==> config.mk <==
export PLATFORM = sky130hd
export DESIGN_NAME = queue_stream_adapter
export DESIGN_NICKNAME = d
export VERILOG_FILES = /design/src/rtl/queue_stream_adapter.sv
export SDC_FILE = /design/constraint.sdc
export NUM_CORES = 1
export LEC_CHECK = 0
export BUFFER_PORTS_ARGS = -buffer_cell sky130_fd_sc_hd__buf_2
export CAP_MARGIN = 5
export CORE_ASPECT_RATIO = 1.4
export CORE_MARGIN = 2
export CORE_UTILIZATION = 59
export CTS_BUF_LIST = sky130_fd_sc_hd__clkbuf_4
export DETAILED_ROUTE_END_ITERATION = 7
export PLACE_DENSITY_LB_ADDON = 0.05
export REMOVE_ABC_BUFFERS = 1
export SYNTH_ARGS = -nofsm -noshare
export SYNTH_HDL_FRONTEND = slang
export SYNTH_SLANG_ARGS = --single-unit
export TNS_END_PERCENT = 5
==> constraint.sdc <==
create_clock -name clk -period 4.2 [get_ports clk]
set_input_delay 0.63 -clock clk [delete_from_list [all_inputs] [get_ports clk]]
set_output_delay 0.63 -clock clk [all_outputs]
set_load 0.1 [all_outputs]
==> src/rtl/queue_stream_adapter.sv <==
`default_nettype none
// ============================================================================
//  Module      : queue_stream_adapter
//  Description : Pops entries from the generic delay queue through its
//                oready/re/wdata interface and presents them as a registered
//                valid/ready stream. A 2-entry skid buffer (head + skid)
//                keeps out_ready out of the combinational q_re path while
//                still sustaining one transfer per cycle. A wrapping counter
//                reports the number of delivered entries.
//  Ports       : clk        - system clock, rising edge
//                rst        - asynchronous active-low reset (0 = reset)
//                q_oready   - queue head entry valid on q_wdata
//                q_wdata    - queue head data
//                q_re       - pop strobe to the queue
//                out_valid  - out_data holds a valid entry
//                out_data   - head of the skid buffer
//                out_ready  - downstream accepts out_data this cycle
//                delivered  - completed transfers, modulo 2^CNT_WIDTH
//  Revision    : 1.0 - initial release
// ============================================================================
module queue_stream_adapter #(
    parameter int WIDTH     = 8,
    parameter int CNT_WIDTH = 16
) (
    input  logic                 clk,
    input  logic                 rst,
    input  logic                 q_oready,
    input  logic [WIDTH-1:0]     q_wdata,
    output logic                 q_re,
    output logic                 out_valid,
    output logic [WIDTH-1:0]     out_data,
    input  logic                 out_ready,
    output logic [CNT_WIDTH-1:0] delivered
);

    localparam logic [CNT_WIDTH-1:0] c_CNT_ONE = {{(CNT_WIDTH-1){1'b0}}, 1'b1};

    // Occupancy of the skid buffer
    typedef enum logic [1:0] {
        S_EMPTY = 2'd0,
        S_ONE   = 2'd1,
        S_TWO   = 2'd2
    } state_t;

    state_t                 r_state;
    state_t                 w_state_nxt;
    logic [WIDTH-1:0]       r_head;
    logic [WIDTH-1:0]       r_skid;
    logic [WIDTH-1:0]       w_head_nxt;
    logic [WIDTH-1:0]       w_skid_nxt;
    logic                   r_valid;
    logic [CNT_WIDTH-1:0]   r_delivered;
    logic                   w_push;
    logic                   w_pop;

    // q_re looks only at registered occupancy, never at out_ready, so the
    // downstream ready path never reaches back into the queue.
    assign q_re   = rst & q_oready & (r_state != S_TWO);
    assign w_push = q_re;
    assign w_pop  = r_valid & out_ready;

    assign out_valid = r_valid;
    assign out_data  = r_head;
    assign delivered = r_delivered;

    // Next-state and next-data decode. q_wdata is only selected when
    // w_push is high, so X on an idle queue bus cannot reach the registers.
    always_comb begin
        w_state_nxt = r_state;
        w_head_nxt  = r_head;
        w_skid_nxt  = r_skid;
        case (r_state)
            S_EMPTY: begin
                if (w_push) begin
                    w_state_nxt = S_ONE;
                    w_head_nxt  = q_wdata;
                end
            end
            S_ONE: begin
                if (w_push && !w_pop) begin
                    w_state_nxt = S_TWO;
                    w_skid_nxt  = q_wdata;
                end else if (w_pop && !w_push) begin
                    w_state_nxt = S_EMPTY;
                end else if (w_push && w_pop) begin
                    w_head_nxt  = q_wdata;
                end
            end
            S_TWO: begin
                // No push is possible here; the freed slot is refilled on
                // the following cycle.
                if (w_pop) begin
                    w_state_nxt = S_ONE;
                    w_head_nxt  = r_skid;
                end
            end
            default: begin
                w_state_nxt = S_EMPTY;
            end
        endcase
    end

    always_ff @(posedge clk or negedge rst) begin
        if (!rst) begin
            r_state     <= S_EMPTY;
            r_head      <= '0;
            r_skid      <= '0;
            r_valid     <= 1'b0;
            r_delivered <= '0;
        end else begin
            r_state <= w_state_nxt;
            r_head  <= w_head_nxt;
            r_skid  <= w_skid_nxt;
            r_valid <= (w_state_nxt != S_EMPTY);
            if (w_pop) begin
                r_delivered <= r_delivered + c_CNT_ONE;
            end
        end
    end

endmodule
`default_nettype wire

; ---- Word level (Yosys, flattened, before mapping)
; Cells that the tools add are included.
[totals]
ff_bits = 35
output_inout_bits = 26
[classes]
n_addsub = 1
eq_ne = 8
mux = 11
bitwise = 3
reduce_logical = 10
[op_table]
columns = cell, count
row1 = 2-to-1 mux 8 bit, 5
row2 = case mux 8 bit (3 select lines), 1
row3 = adder 16 x 1 -> 16 bit (second input constant), 1
row4 = inequality test 2 bit (second input constant), 6
row5 = 2-to-1 mux 2 bit, 4
row6 = case mux 2 bit (3 select lines), 1
row7 = AND reduction 6 bit, 1
row8 = bitwise AND 1 bit, 3
row9 = logical AND 1 bit, 3
row10 = nonzero test 3 bit, 1
row11 = == test 2 x 1 -> 1 bit (second input constant), 1
row12 = == test 2 bit (second input constant), 1
row13 = logical NOT 1 bit, 2
row14 = logical NOT 2 bit, 1
row15 = AND reduction 2 bit, 1
row16 = nonzero test 2 bit, 1

; ---- Depth between registers and ports, before layout
; Gate-level depths: netlist (run 1).
[depth]
depth_word = 8
depth_mapped = 6
mapped_depth_nobuf = 5

; ---- Worst setup path after synthesis (run 1)
; Ideal clock, no wire load.
[synth_path]
kind = register to output
from = register r_state[1]
to = output q_re
t_arrival_ns = 2.051
required_ns = 3.570
path_slack_ns = 1.519
stages_incl_launch_ff = 4
n_path_buf = 1
path_cell_list = dfrtp_1 -> nor2b_1 -> clkbuf_1 -> nor2_1
[synth_between]
elab_chain_cells = 2
[synth_rtl]
columns = element, line_no
row1 = "start, declared", 45  ; state_t r_state;
row2 = "start signal, assigned", 111  ; r_state <= w_state_nxt;
row3 = inequality test 2 bit, 58  ; assign q_re = rst & q_oready & (r_state != S_TWO);
row4 = bitwise AND 1 bit, 58
row5 = "end, declared", 29  ; output logic q_re,
; Every way passes these cells.

; ---- Final worst setup path (run 1)
; Ends and elaborated chain as after synthesis.

==> results of run 1 <==
worst max path at each step:
stage | from | end | slack [ns] | cells past startpoint
after floorplan | rst | q_re | 1.54 | 2
after global placement | rst | q_re | 1.68 | 5
after detailed placement | rst | q_re | 1.64 | 5
after CTS | r_state[1] | q_re | 1.63 | 3
after global routing | r_state[1] | q_re | 1.54 | 3
final | r_state[1] | q_re | 1.66 | 3
logic make-up (layout without fill, tap and decap cells):
family,after synthesis,count (layout)
buffers and inverters,4,47
xor gates and xnor gates,15,15
muxes,17,17
and+or+nand+nor,56,56
DFF,35,35
AOI/OAI and AO/OA,8,8
adders and majority gates,1,1
critical path, cell delays in order, from the launching register on:
cell and delay (ns):
dfrtp_1 0.49, nor2b_1 0.68, nor2_1 0.10, buf_2 0.32
registers in the layout (all words and copies together) (netlist names):
signal / cells
delivered: 16
r_skid: 8
out_data: 8
out_valid: 1
r_state: 2
layer usage:
layer / vias up / track usage / wire, um
met4: 0 / 0.0764 / 27
li1: 542 / - / -
met1: 571 / 0.215 / 1150
met3: 4 / 0.0557 / 109
met2: 29 / 0.334 / 1470
met5: - / 0 / 0
area by class of cell:
| cell class | instances | share of cell area |
|---|---|---|
| clock buffer | 6 | 0.0246 |
| clock inverter | 2 | 0.00410 |
| inverter | 1 | 0.00205 |
| multi-input combinational | 97 | 0.360 |
| sequential | 35 | 0.479 |
| tap | 36 | 0.0246 |
| timing repair buffer | 38 | 0.105 |
placed cells by master (no fill, tap or decap), drive strengths merged, types with 3 or more instances in the layout:
master / count
buf: 38
clkbuf: 6
dfrtp: 35
mux2: 17
nand2: 31
nand3: 7
nand4: 3
nor2: 6
nor3: 3
xnor2: 11
xor2: 4
synth_stat cells (2+ instances only):
library cell	count
dfrtp_1	35
nand2_1	31
mux2_2	17
xnor2_1	11
nand3_1	6
nor2_1	6
xor2_1	4
nand4_1	3
nor3_1	3
a21oi_1	2
and4_1	2
per-stage QoR:
stage	instance area, sq um	std cells	hold slack, ns	util	setup WS, ns
2_1_floorplan	1540	133	0.334	-	1.54
3_3_place_gp	1780	207	0.453	0.694	1.68
3_5_place_dp	1780	207	0.484	0.694	1.64
4_1_cts	1830	215	0.334	0.715	1.63
5_1_grt	1830	215	0.345	0.715	1.54
6_report	1830	215	0.325	0.715	1.66
==> reports/qor.yml, run 1 <==
outcome:
  status: "finished, final reports clean"
synth:
  syn_area_per_cell_sq_um: 11.5
  synth-seq-cells: 35
  synth_compound_area_frac: 0.0425
  synth_top_family_by_area: "simple AND/OR/NAND/NOR gates"
  synth_mux_area_frac: 0.123
  syn-cell-area_sq_um: 1560
  syn_inst: 136
  ys_seq_area_frac: 0.561
  synth_top_area_frac: 0.561
  synthFlopType: "dfrtp_1"
  yosysWarnings: 0
  synth_xor_area_frac: 0.0841
  yosys.area.top_type: "dfrtp_1"
  synth_simple_gate_area_share: 0.165
  synth_area_leaders: "dfrtp_1 56%, mux2_2 12%, nand2_1 7.5%, xnor2_1 6.2%, xor2_1 2.2%"
  synth-edff-count: 0
  synth_fa_ha_area_frac: 0.00801
  ys_types: 27
  synthArstFlopShare: 1.00
sta:
  slew_headroom: 0.472
  period_share: 0.605
  worst_pin_slew_ns: 0.791
  hold_violations: 0
  skew_ns: 0.0105
  tns_ns: 0
  fmax_mhz: 394
  rsz0062_at_grt: "no"
  setup-violations-final: 0
  drv_slew: 0
  fin_crit_ns: 2.54
run:
  maxCapViolCount: 0
drt:
  wl_um: 2760
  dr.pass1.iters: 3
  ant_nets: 0
  via_count: 1146
  via_per_inst: 5.33
  avgRoutedWirePerCell_um: 12.8
  drc: 0
  drt_iter0_markers: 35
final_layout:
  areaGrowthSynthToFinish_pct: 17.1
  fillers: 203
  seqCellArea_sq_um: 876
  drive_above_1_share: 0.363
  final_nets: 191
  diodes: 0
  multi_input_comb_area_sq_um: 659
place:
  place.detailed.hpwl_um: 2020
  gp_congestion: 0.807
  port_buffers: 37
worst_setup_path:
  crit_arrival_ns: 1.91
  critPathCaptureType: "output port"
  worst_r2r_endpoint: "out_data[2]"
  cp-start-kind: "flop"
  worst-path-max-fanout: 11
  worstReg2RegStart: "r_state[0]"
  reg2regPathDepth: 4
  required_ns: 3.57
  worstSetupPathType: "reg2out"
  r2r_setup_slack_ns: 2.46
cts:
  numCtsBuffers: 5
  clkSinkCount: 35
  clk_latency_ns: 0.31
  cts_buffer_depth: 2
  cts_setup_buffers: 0
  root_buffer: "clkbuf_4"
  clk_pin_slew_ns: 0.10
  hold_buffers: 0
  post_cts_resized: 0
  cts_max_level: 2
  cts_tree: "yes"
floorplan:
  start_util: 0.610
  coreArea_sq_um: 2560
  die_area_sq_um: 3080
  fp-row-count: 22
  die_y_um: 64.9
  die_w_um: 47.5
  ioPinCount: 38
global_route:
  antenna_found_initial: 0
  grt_pass1_vias: 1079
  overflow: 0
  grt_pass1_wl_um: 4350
  grt_max_degree: 37
  grt_usage: 0.195
min_path:
  min_path_type: "in2async"
Power of run 1 is left out: the tool's default activity adds up to more than one toggle a clock period on the data nets, which glitch-free logic cannot reach.
==> inputs of run 2 (changes only) <==
Settings changed: CORE_UTILIZATION 59 to 54.
Clock period 4.2 ns to 2.55 ns, I/O delays scaled along.
==> reports/qor.yml, run 2 (synthesized netlist as in run 1, its figures left out) <==
place:
  port_buffers: 37  # unchanged
  pre_cts_ws_ns: 0.642  # -0.994 ns
  gp_congestion: 0.741  # -8.2%
  place.detailed.hpwl_um: 2120  # +5.2%
cts:
  cts_setup_buffers: 0  # unchanged
  root_buffer: "clkbuf_4"
  clk_latency_ns: 0.34  # +0.03 ns
  post_cts_resized: 0  # unchanged
  cts_buffer_depth: 2  # unchanged
  clk_pin_slew_ns: 0.10  # about the same
  cts_max_level: 2  # unchanged
  cts_tree: "yes"
  hold_buffers: 0  # unchanged
  numCtsBuffers: 5  # unchanged
  clkSinkCount: 35  # unchanged
floorplan:
  die_y_um: 67.6  # +4.2%
  die_area_sq_um: 3340  # +8.6%
  fp-row-count: 23  # +4.5%
  coreArea_sq_um: 2820  # +10%
  die_w_um: 49.4  # +4.1%
  ioPinCount: 38  # unchanged
  start_util: 0.554  # -0.0563
sta:
  slew_headroom: 0.481  # +0.00948
  rsz0062_at_grt: "no"
  hold_violations: 0  # unchanged
  skew_ns: 0.00538  # -0.00515 ns
  finalWorstSetupSlack_ns: 0.297  # -1.36 ns
  setup-violations-final: 0  # unchanged
  drv_slew: 0  # unchanged
  worst_pin_slew_ns: 0.777  # -0.0142 ns
  period_share: 0.884
  fmax_mhz: 444
  tns_ns: 0  # unchanged
  fin_crit_ns: 2.25
drt:
  ant_nets: 0  # unchanged
  drc: 0  # unchanged
  via_count: 1135  # -0.96%
  drt_iter0_markers: 25  # -29%
  avgRoutedWirePerCell_um: 13.5  # +5.1%
  wl_um: 2910  # +5.6%
  dr.pass1.iters: 4  # +1
  via_per_inst: 5.25  # -1.4%
global_route:
  antenna_found_initial: 0  # unchanged
  grt_pass1_wl_um: 4970  # +14%
  grt_pass1_vias: 1139  # +5.6%
  grt_usage: 0.200  # +0.00522
  overflow: 0  # unchanged
  grt_max_degree: 36  # -2.7%
worst_setup_path:
  required_ns: 2.17  # -1.40 ns
  crit_path_top_delay_cell: "nor2b_1"
  worstSetupPathType: "reg2out"
  worstPathCellList: "nor2b_1 -> nor2_1 -> buf_12"
  max_stage_delay_ns: 0.67  # about the same
  crit_arrival_ns: 1.87  # -0.04 ns
  critPathCaptureType: "output port"
  worst-path-max-fanout: 11  # unchanged
  cp-start-kind: "flop"
final_layout:
  final_nets: 191  # unchanged
  diodes: 0  # unchanged
  largest_reg_flops: 16  # unchanged
  areaGrowthSynthToFinish_pct: 18.2
  drive_above_1_share: 0.363  # unchanged
  final_common_cell: "buf_2"
  most-common-layout-cells: "36 x buf_2, 35 x dfrtp_1, 31 x nand2_1"
run:
  maxCapViolCount: 0  # unchanged
min_path:
  min_path_type: "in2async"
outcome:
  status: "finished, final reports clean"
-- run 2: worst paths after layout --
| check | from | to | slack (ns) | cells past startpoint |
|---|---|---|---|---|
| max | r_state[1] | q_re | 0.30 | 3 |
| min | rst | delivered[0] | 0.09 | 2 |
| max reg2reg | r_state[0] | out_data[5] | 0.79 | 4 |
| min reg2reg | delivered[15] | delivered[15] | 0.47 | 1 |
| max in group asynchronous | rst | delivered[15] | 2.15 | 2 |
| min in group clk | q_wdata[5] | r_skid[5] | 0.29 | 2 |
-- run 2: through the flow --
stage	utilization	hold WS, ns	instances	cell area [sq um]
after floorplan	-	0.0869	133	1540
after global placement	0.636	0.455	208	1790
after detailed placement	0.636	0.460	208	1790
after CTS	0.654	0.109	216	1850
after global routing	0.654	0.136	216	1850
final	0.654	0.0908	216	1850
-- run 2: area by class of cell --
| class | count | area [sq um] |
|---|---|---|
| clock buffers | 6 | 45.0 |
| clock inverters | 2 | 7.51 |
| fillers | 252 | 975 |
| inverters | 1 | 3.75 |
| multi-input cells | 97 | 659 |
| flip-flops and latches | 35 | 876 |
| well taps | 37 | 46.3 |
| repair buffers | 38 | 208 |
-- run 2: metal layers --
layer	global-route usage	up-vias	part of all wire
met5	0	-	0
met4	0.104	0	0.018
met3	0.0398	5	0.050
met2	0.360	34	0.53
met1	0.226	554	0.40
li1	-	542	-
-- run 2: critical path: cells and delay by family (launching register included) --
family / cells / cell delay, ns
DFF: 1 / 0.47
and+or+nand+nor: 2 / 0.85
buffers and inverters: 1 / 0.22
Power of run 2 is left out for the same reason.
